### src/rtl/dmem_byte_arbiter.sv
// -----------------------------------------------------------------------------
// dmem_byte_arbiter
//
// Lets two 32-bit word requesters share one byte-wide data memory that has a
// one-cycle synchronous read. Each word access is split into four
// little-endian byte beats at base, base+1, base+2 and base+3 (modulo the
// memory size). The two ports are arbitrated round-robin. Each transaction
// ends with a single-cycle ack on the port that owns it.
//
// Timeline of one transaction (reads and writes take the same time):
//   IDLE (request sampled) -> BUSY beat 0..3 -> RESP (ack) -> IDLE
//
// Ports
//   clk_i, rst_i         clock (rising edge), synchronous active-high reset
//   a_req_i / b_req_i    request; hold it with its fields stable until the ack
//   a_we_i  / b_we_i     1 = word write, 0 = word read
//   a_addr_i/ b_addr_i   byte address; only the low ADDR_W bits are used
//   a_wdata_i/b_wdata_i  write data
//   a_ack_o / b_ack_o    one-cycle completion pulse
//   a_rdata_o/b_rdata_o  read data; valid with the ack of a read, then held
//   mem_addr_o           byte address to the memory
//   mem_we_o             byte write strobe
//   mem_wdata_o          byte write data
//   mem_rdata_i          byte read data for the address of the previous cycle
//   busy_o               a transaction is in flight (BUSY or RESP)
//   grant_o              current or most recent owner (0 = A, 1 = B)
// -----------------------------------------------------------------------------
module dmem_byte_arbiter #(
  parameter int ADDR_W = 5
) (
  input  logic              clk_i,
  input  logic              rst_i,
  input  logic              a_req_i,
  input  logic              a_we_i,
  input  logic [31:0]       a_addr_i,
  input  logic [31:0]       a_wdata_i,
  output logic              a_ack_o,
  output logic [31:0]       a_rdata_o,
  input  logic              b_req_i,
  input  logic              b_we_i,
  input  logic [31:0]       b_addr_i,
  input  logic [31:0]       b_wdata_i,
  output logic              b_ack_o,
  output logic [31:0]       b_rdata_o,
  output logic [ADDR_W-1:0] mem_addr_o,
  output logic              mem_we_o,
  output logic [7:0]        mem_wdata_o,
  input  logic [7:0]        mem_rdata_i,
  output logic              busy_o,
  output logic              grant_o
);

  typedef enum logic [1:0] {
    S_IDLE = 2'd0,
    S_BUSY = 2'd1,
    S_RESP = 2'd2
  } state_t;

  state_t            r_state;
  state_t            w_state_nxt;
  logic [1:0]        r_beat;
  logic              r_last_grant;
  logic              r_grant;
  logic              r_we;
  logic [ADDR_W-1:0] r_base;
  logic [31:0]       r_wdata;
  logic [23:0]       r_rbuf;
  logic [31:0]       r_a_rdata;
  logic [31:0]       r_b_rdata;

  logic              w_start;
  logic              w_pick_b;
  logic              w_in_resp;
  logic [31:0]       w_word;
  logic              w_unused;

  function automatic logic [7:0] byte_sel(input logic [31:0] word,
                                          input logic [1:0]  idx);
    logic [7:0] res;
    case (idx)
      2'd0:    res = word[7:0];
      2'd1:    res = word[15:8];
      2'd2:    res = word[23:16];
      default: res = word[31:24];
    endcase
    return res;
  endfunction

  // Round-robin: on a tie the port that did not win last time gets the grant.
  // last_grant resets to B, so A wins the first tie after reset.
  assign w_pick_b  = b_req_i & (~a_req_i | ~r_last_grant);
  assign w_start   = (r_state == S_IDLE) & (a_req_i | b_req_i);
  assign w_in_resp = (r_state == S_RESP);

  // Byte 3 of a read arrives in RESP and is passed straight through, so the
  // full word is visible in the same cycle as the ack.
  assign w_word    = {mem_rdata_i, r_rbuf};

  assign a_rdata_o = (w_in_resp & ~r_grant & ~r_we) ? w_word : r_a_rdata;
  assign b_rdata_o = (w_in_resp &  r_grant & ~r_we) ? w_word : r_b_rdata;
  assign grant_o   = r_grant;

  // Address bits above the memory size are ignored by design.
  assign w_unused  = ^{a_addr_i[31:ADDR_W], b_addr_i[31:ADDR_W]};

  always_comb begin
    w_state_nxt = r_state;
    a_ack_o     = 1'b0;
    b_ack_o     = 1'b0;
    busy_o      = 1'b0;
    mem_addr_o  = '0;
    mem_we_o    = 1'b0;
    mem_wdata_o = '0;
    case (r_state)
      S_IDLE: begin
        if (w_start) w_state_nxt = S_BUSY;
      end
      S_BUSY: begin
        busy_o     = 1'b1;
        // The addition is ADDR_W bits wide, so the address wraps at the top.
        mem_addr_o = r_base + ADDR_W'(r_beat);
        if (r_we) begin
          // A reset that lands on a beat suppresses that beat's byte, so only
          // bytes from beats that completed before the reset reach memory.
          mem_we_o    = ~rst_i;
          mem_wdata_o = byte_sel(r_wdata, r_beat);
        end
        if (r_beat == 2'd3) w_state_nxt = S_RESP;
      end
      S_RESP: begin
        busy_o      = 1'b1;
        a_ack_o     = ~r_grant;
        b_ack_o     = r_grant;
        w_state_nxt = S_IDLE;
      end
      default: w_state_nxt = S_IDLE;
    endcase
  end

  // Control state: FSM, beat counter, grant and the per-port read-data hold
  always_ff @(posedge clk_i) begin
    if (rst_i) begin
      r_state      <= S_IDLE;
      r_beat       <= 2'd0;
      r_last_grant <= 1'b1;
      r_grant      <= 1'b0;
      r_a_rdata    <= '0;
      r_b_rdata    <= '0;
    end else begin
      r_state <= w_state_nxt;
      if (w_start) begin
        r_grant      <= w_pick_b;
        r_last_grant <= w_pick_b;
        r_beat       <= 2'd0;
      end else if (r_state == S_BUSY) begin
        r_beat <= r_beat + 2'd1;
      end
      if (w_in_resp && !r_we) begin
        if (r_grant) r_b_rdata <= w_word;
        else         r_a_rdata <= w_word;
      end
    end
  end

  // Transaction fields and read assembly: the fields are captured at the grant,
  // so later changes on the ports cannot disturb the transaction in flight.
  always_ff @(posedge clk_i) begin
    if (w_start) begin
      r_we    <= w_pick_b ? b_we_i    : a_we_i;
      r_base  <= w_pick_b ? b_addr_i[ADDR_W-1:0] : a_addr_i[ADDR_W-1:0];
      r_wdata <= w_pick_b ? b_wdata_i : a_wdata_i;
    end
    // Memory data lags the address by one cycle: at beat k the bus holds
    // the byte for beat k-1.
    if (r_state == S_BUSY && !r_we) begin
      case (r_beat)
        2'd1:    r_rbuf[7:0]   <= mem_rdata_i;
        2'd2:    r_rbuf[15:8]  <= mem_rdata_i;
        2'd3:    r_rbuf[23:16] <= mem_rdata_i;
        default: ;
      endcase
    end
  end

endmodule

### config.mk
export PLATFORM = sky130hd
export DESIGN_NAME = dmem_byte_arbiter
export DESIGN_NICKNAME = d
export VERILOG_FILES = /design/src/rtl/dmem_byte_arbiter.sv
export SDC_FILE = /design/constraint.sdc
export NUM_CORES = 1
export LEC_CHECK = 0
export CAP_MARGIN = 20
export CORE_MARGIN = 1
export CORE_UTILIZATION = 49
export CTS_BUF_LIST = sky130_fd_sc_hd__clkbuf_8
export CTS_CLUSTER_DIAMETER = 50
export DETAILED_ROUTE_END_ITERATION = 10
export GPL_ROUTABILITY_DRIVEN = 0
export GPL_TIMING_DRIVEN = 1
export HOLD_SLACK_MARGIN = 0.15
export PLACE_DENSITY = 0.95
export SKIP_CTS_REPAIR_TIMING = 1
export SLEW_MARGIN = 40
export SYNTH_ARGS = -nofsm -noshare
export SYNTH_HDL_FRONTEND = slang
export SYNTH_SLANG_ARGS = --single-unit
### constraint.sdc
create_clock -name clk_i -period 4.1 [get_ports clk_i]
set_input_delay 1.23 -clock clk_i [delete_from_list [all_inputs] [get_ports clk_i]]
set_output_delay 1.23 -clock clk_i [all_outputs]
set_load 0.03 [all_outputs]
# Word-level counts from Yosys, hierarchy flattened
# Index checks and enable logic that the tools add are counted.
[op_classes] mux=17 n_addsub=2 n_bitwise=13 eq_ne=7 reduce_logical=13
[ops] operator="$mux 32" count=3
[ops] operator="$pmux 8 s3" count=1
[ops] operator="$mux 8" count=2
[ops] operator="$reduce_and 2->1" count=6
[ops] operator="$mux 5" count=2
[ops] operator="$and 1x1->1" count=6
[ops] operator="$eq 2x2->1 const B" count=3
[ops] operator="$mux 1" count=6
[ops] operator="$add 5x2->5" count=1
[ops] operator="$not 1->1" count=5
[ops] operator="$eq 2x1->1 const B" count=2
[ops] operator="$logic_not 2->1" count=2
[ops] operator="$mux 2" count=2
[ops] operator="$ne 2x2->1 const B" count=2
[ops] operator="$pmux 2 s2" count=1
[ops] operator="$reduce_or 2->1" count=2
[ops] operator="$add 2x1->2 const B" count=1
[ops] operator="$logic_and 1x1->1" count=2
[ops] operator="$or 1x1->1" count=2
[ops] operator="$logic_not 1->1" count=1
[word_totals] ff_bits=132 elab_cells=64 input_bits=142

# Logic depth before layout (Yosys ltp)
[depth] word_depth=4 depth_mapped=6 ltp_nobuf=5

# Least setup slack after synthesis
# OpenSTA, ideal clock, no wires.
[synth_path] kind="register -> output" startpoint="reg r_beat[0]" endpoint="out mem_addr_o[4]" required_time_ns=2.870 slack_ns=0.773 path_stages_with_launch=6 path_buffers=0 t_arrival_ns=2.097 cell_sequence="dfxtp_1 ha_1 inv_1 fa_1 or3_1 a21boi_0"
[synth_via] elab_chain_cells=2
[synth_rtl] element="from (decl)" line_no="61" rtl="logic [1:0] r_beat;"
[synth_rtl] element="from (signal assigned)" line_no="156" rtl="r_beat <= r_beat + 2'd1;"
[synth_rtl] element="$add 5x2->5" line_no="121" rtl="mem_addr_o = r_base + ADDR_W'(r_beat);"
[synth_rtl] element="$mux 5" line_no="114" rtl="case (r_state)"
[synth_rtl] element="to (decl)" line_no="45" rtl="output logic [ADDR_W-1:0] mem_addr_o,"
# Every way passes these cells.

# Worst setup path after layout
[layout_path] startpoint="in mem_rdata_i[5]" endpoint="out a_rdata_o[29]"
[layout_via] elab_chain_cells=1
[layout_rtl] element="from (decl)" line_no="48" rtl="input logic [7:0] mem_rdata_i,"
[layout_rtl] element="$mux 32" line_no="99" rtl="assign a_rdata_o = (w_in_resp & ~r_grant & ~r_we) ? w_word : r_a_rdata;"
[layout_rtl] element="to (decl)" line_no="38" rtl="output logic [31:0] a_rdata_o,"
# Every way passes these cells.

==> results_dict.tcl <==
set metrics [dict create \
    setup-tns-final_ps 0 \
    status "finished, violations left" \
    ir_drop_uv 196 \
    grt_pass1_vias 4086 \
    wirelength_mm 13.2 \
    synth-warning-count 0 \
    fin_crit_sh_pct 97.0 \
    clk_latency_ps 430 \
    wl_per_cell_um 17.7 \
    synth_area_um2 5850 \
    powerDensity_nw_per_um2 435 \
    path_class "in -> out" \
    vias 3829 \
    synth-seq-cells 132 \
    r2r_setup_slack_ps 2170 \
    setup_violations 0 \
    path_delay_family "buffers and inverters" \
    worstHoldPathType "reg -> reg" \
    viasPerCell 5.13 \
    grt-ovfl-total 0 \
    clock_skew_ps 9.79 \
    grt_pass1_wl_mm 20.8 \
    initial_core_util_pct 50.8 \
    hold_viol 0 \
    rsz0062_at_grt "no" \
    die_x_um 111 \
    avgSynthCellArea_um2 14.1 \
    io_pins 224 \
    cts-root-buf "clkbuf_8" \
    met3_usage_pct 6.67 \
    antenna_cells 0 \
    met2_usage_pct 39.2 \
    htreeDepth 4 \
    cp-end-kind "primary output" \
    synth_nets 568 \
    worst_slew_pin_slew_ps 639 \
    clockBufferDepth 2 \
    cts_num_sinks 132 \
    postRouteAntennaNets 0 \
    core_area_um2 11500 \
    worst-path-buf-inv 2 \
    drtIter0Drc 209 \
    die_h_um 111 \
    grt_max_degree 72 \
    cts_tree "done" \
    dieArea_um2 12400 \
    netlist_instances 415 \
    arrival_ps 2750 \
    crit_path_frequent_cell "clkdlybuf4s50_1" \
    crit_path_max_fanout 5 \
    path_clk_slew_ps 70 \
    async_flop_share_pct 0 \
    antenna_found_initial 0 \
    leakage_nw 3.23 \
    use_met1_pct 25.3 \
    nets 743 \
    drv_cap 0 \
    crit_required_ps 2870 \
    drv_slew 0 \
    crit_path_start_kind "primary input" \
    drive_above_1_share_pct 24.7 \
    synth_edf_count 62 \
    drc_errors 24 \
    post-route-min-period_ps 3980 \
    fin_ws_ps 125 \
    path_cells "clkdlybuf4s50_1, mux2_4, clkdlybuf4s50_1" \
    seq_area_frac_synth_pct 55.8 \
    port_buffers 169 \
    slew_headroom_pct 57.4 \
    grt_most_used_layer "met2" \
    cts_inserted_buffers 17 \
    violations "DRC" \
    fillers 764 \
    track_usage_pct 22.2 \
    slowest_stage "clkdlybuf4s50_1" \
    synth_flop_cell "dfxtp_1" \
    slowest_delay_ps 670 \
    fmax_mhz 252 \
    area_delta_synth_final_pct 38.4 \
    hpwl_mm 9.39 \
    first_pass_iters 7 \
    synth_cell_types 34 \
    rows 39 \
    pre_cts_ws_ps 122 \
    holdWs_ps 527 \
]
==> routing by layer <==
metal	vias to the layer above	wire, um
li1	1816	-
met1	1851	5190
met2	148	6890
met3	14	955
met4	0	150
met5	-	0
==> metrics by stage <==
stage	utilization (%)	cells	power, mW	area, um2
floorplan	-	415	2.10	5850
detailed placement	66.7	714	2.41	7680
global placement	66.7	714	2.38	7680
global route	70.3	746	3.67	8090
CTS	70.2	746	3.55	8090
finish	70.3	746	3.52	8090
==> cells in the final DEF, fill, tap and decap left out, types with 4 or more instances in the layout <==
master,synthesis,routed
inv_6,0,5
mux2_2,49,49
edfxtp_1,62,62
inv_1,8,9
a222oi_1,8,8
mux2_4,53,53
and2b_1,30,30
nor2_1,12,12
buf_4,1,9
nor2b_1,38,38
dfxtp_1,70,70
clkdlybuf4s50_1,0,167
nand2_1,10,10
ha_1,10,10
o21a_1,8,8
clkbuf_8,0,17
and2_1,6,6
o21ai_0,4,4
==> worst reg2reg max path: stages (launching register included) <==
cell and delay [ps]:
dfxtp_1 440, ha_1 590, and2_1 530
==> power by group <==
part,internal [mW],switching (mW)
clock network,0.608,0.531
registers,1.53,0.0527
logic,0.389,0.410
==> area by class of cell <==
class	instances	area [um2]	share of cell area [%]
Clock buffer	17	234	2.89
Clock inverter	15	175	2.16
Inverter	8	30.0	0.371
Multi-Input combinational cell	251	2420	29.9
Sequential cell	132	3260	40.3
Tap cell	143	179	2.21
Timing Repair Buffer	180	1790	22.1
==> synthesized netlist by cell type (2+ instances only) <==
| cell | instances | area (um2) |
|---|---|---|
| xnor2_1 | 2 | 17.5 |
| nor3_1 | 2 | 10.0 |
| nand2b_1 | 2 | 12.5 |
| buf_6 | 6 | 67.6 |
| mux2_4 | 53 | 796 |
| and2_1 | 6 | 37.5 |
| buf_2 | 3 | 15.0 |
| mux2i_1 | 2 | 20.0 |
| inv_1 | 8 | 30.0 |
| or3_1 | 2 | 12.5 |
| edfxtp_1 | 62 | 1860 |
| nor2_1 | 12 | 45.0 |
| a222oi_1 | 8 | 80.1 |
| mux2_2 | 49 | 552 |
| and2b_1 | 30 | 225 |
| clkbuf_1 | 13 | 48.8 |
| dfxtp_1 | 70 | 1400 |
| ha_1 | 10 | 125 |
| a21oi_1 | 3 | 15.0 |
| nand2_1 | 10 | 37.5 |
| nor2b_1 | 38 | 238 |
| o21a_1 | 8 | 60.1 |
| a21boi_0 | 2 | 15.0 |
| o21ai_0 | 4 | 20.0 |
==> worst paths after layout <==
kind | end | startpoint | cells after the start
max | a_rdata_o[29] | mem_rdata_i[5] | 3
min reg2reg | r_state[1] | r_state[1] | 2
min | r_state[1] | r_state[1] | 2
max reg2reg | r_rbuf[22] | r_beat[0] | 2
==> registers in the layout (all words and copies together) (netlist names) <==
register and flops:
grant_o 1, r_a_rdata 32, r_b_rdata 32, r_base 5, r_beat 2, r_last_grant 1, r_rbuf 24, r_state 2
r_wdata 32, r_we 1
==> kinds of logic after synthesis <==
group / synth area share [%]
muxes: 23.4
xor gates and xnor gates: 0.300
and+or+nand+nor: 11.5
DFF: 55.8
adders and majority gates: 2.48
buffers and inverters: 2.95
AOI/OAI and AO/OA: 3.62
Power figures use the tool's default switching activity.
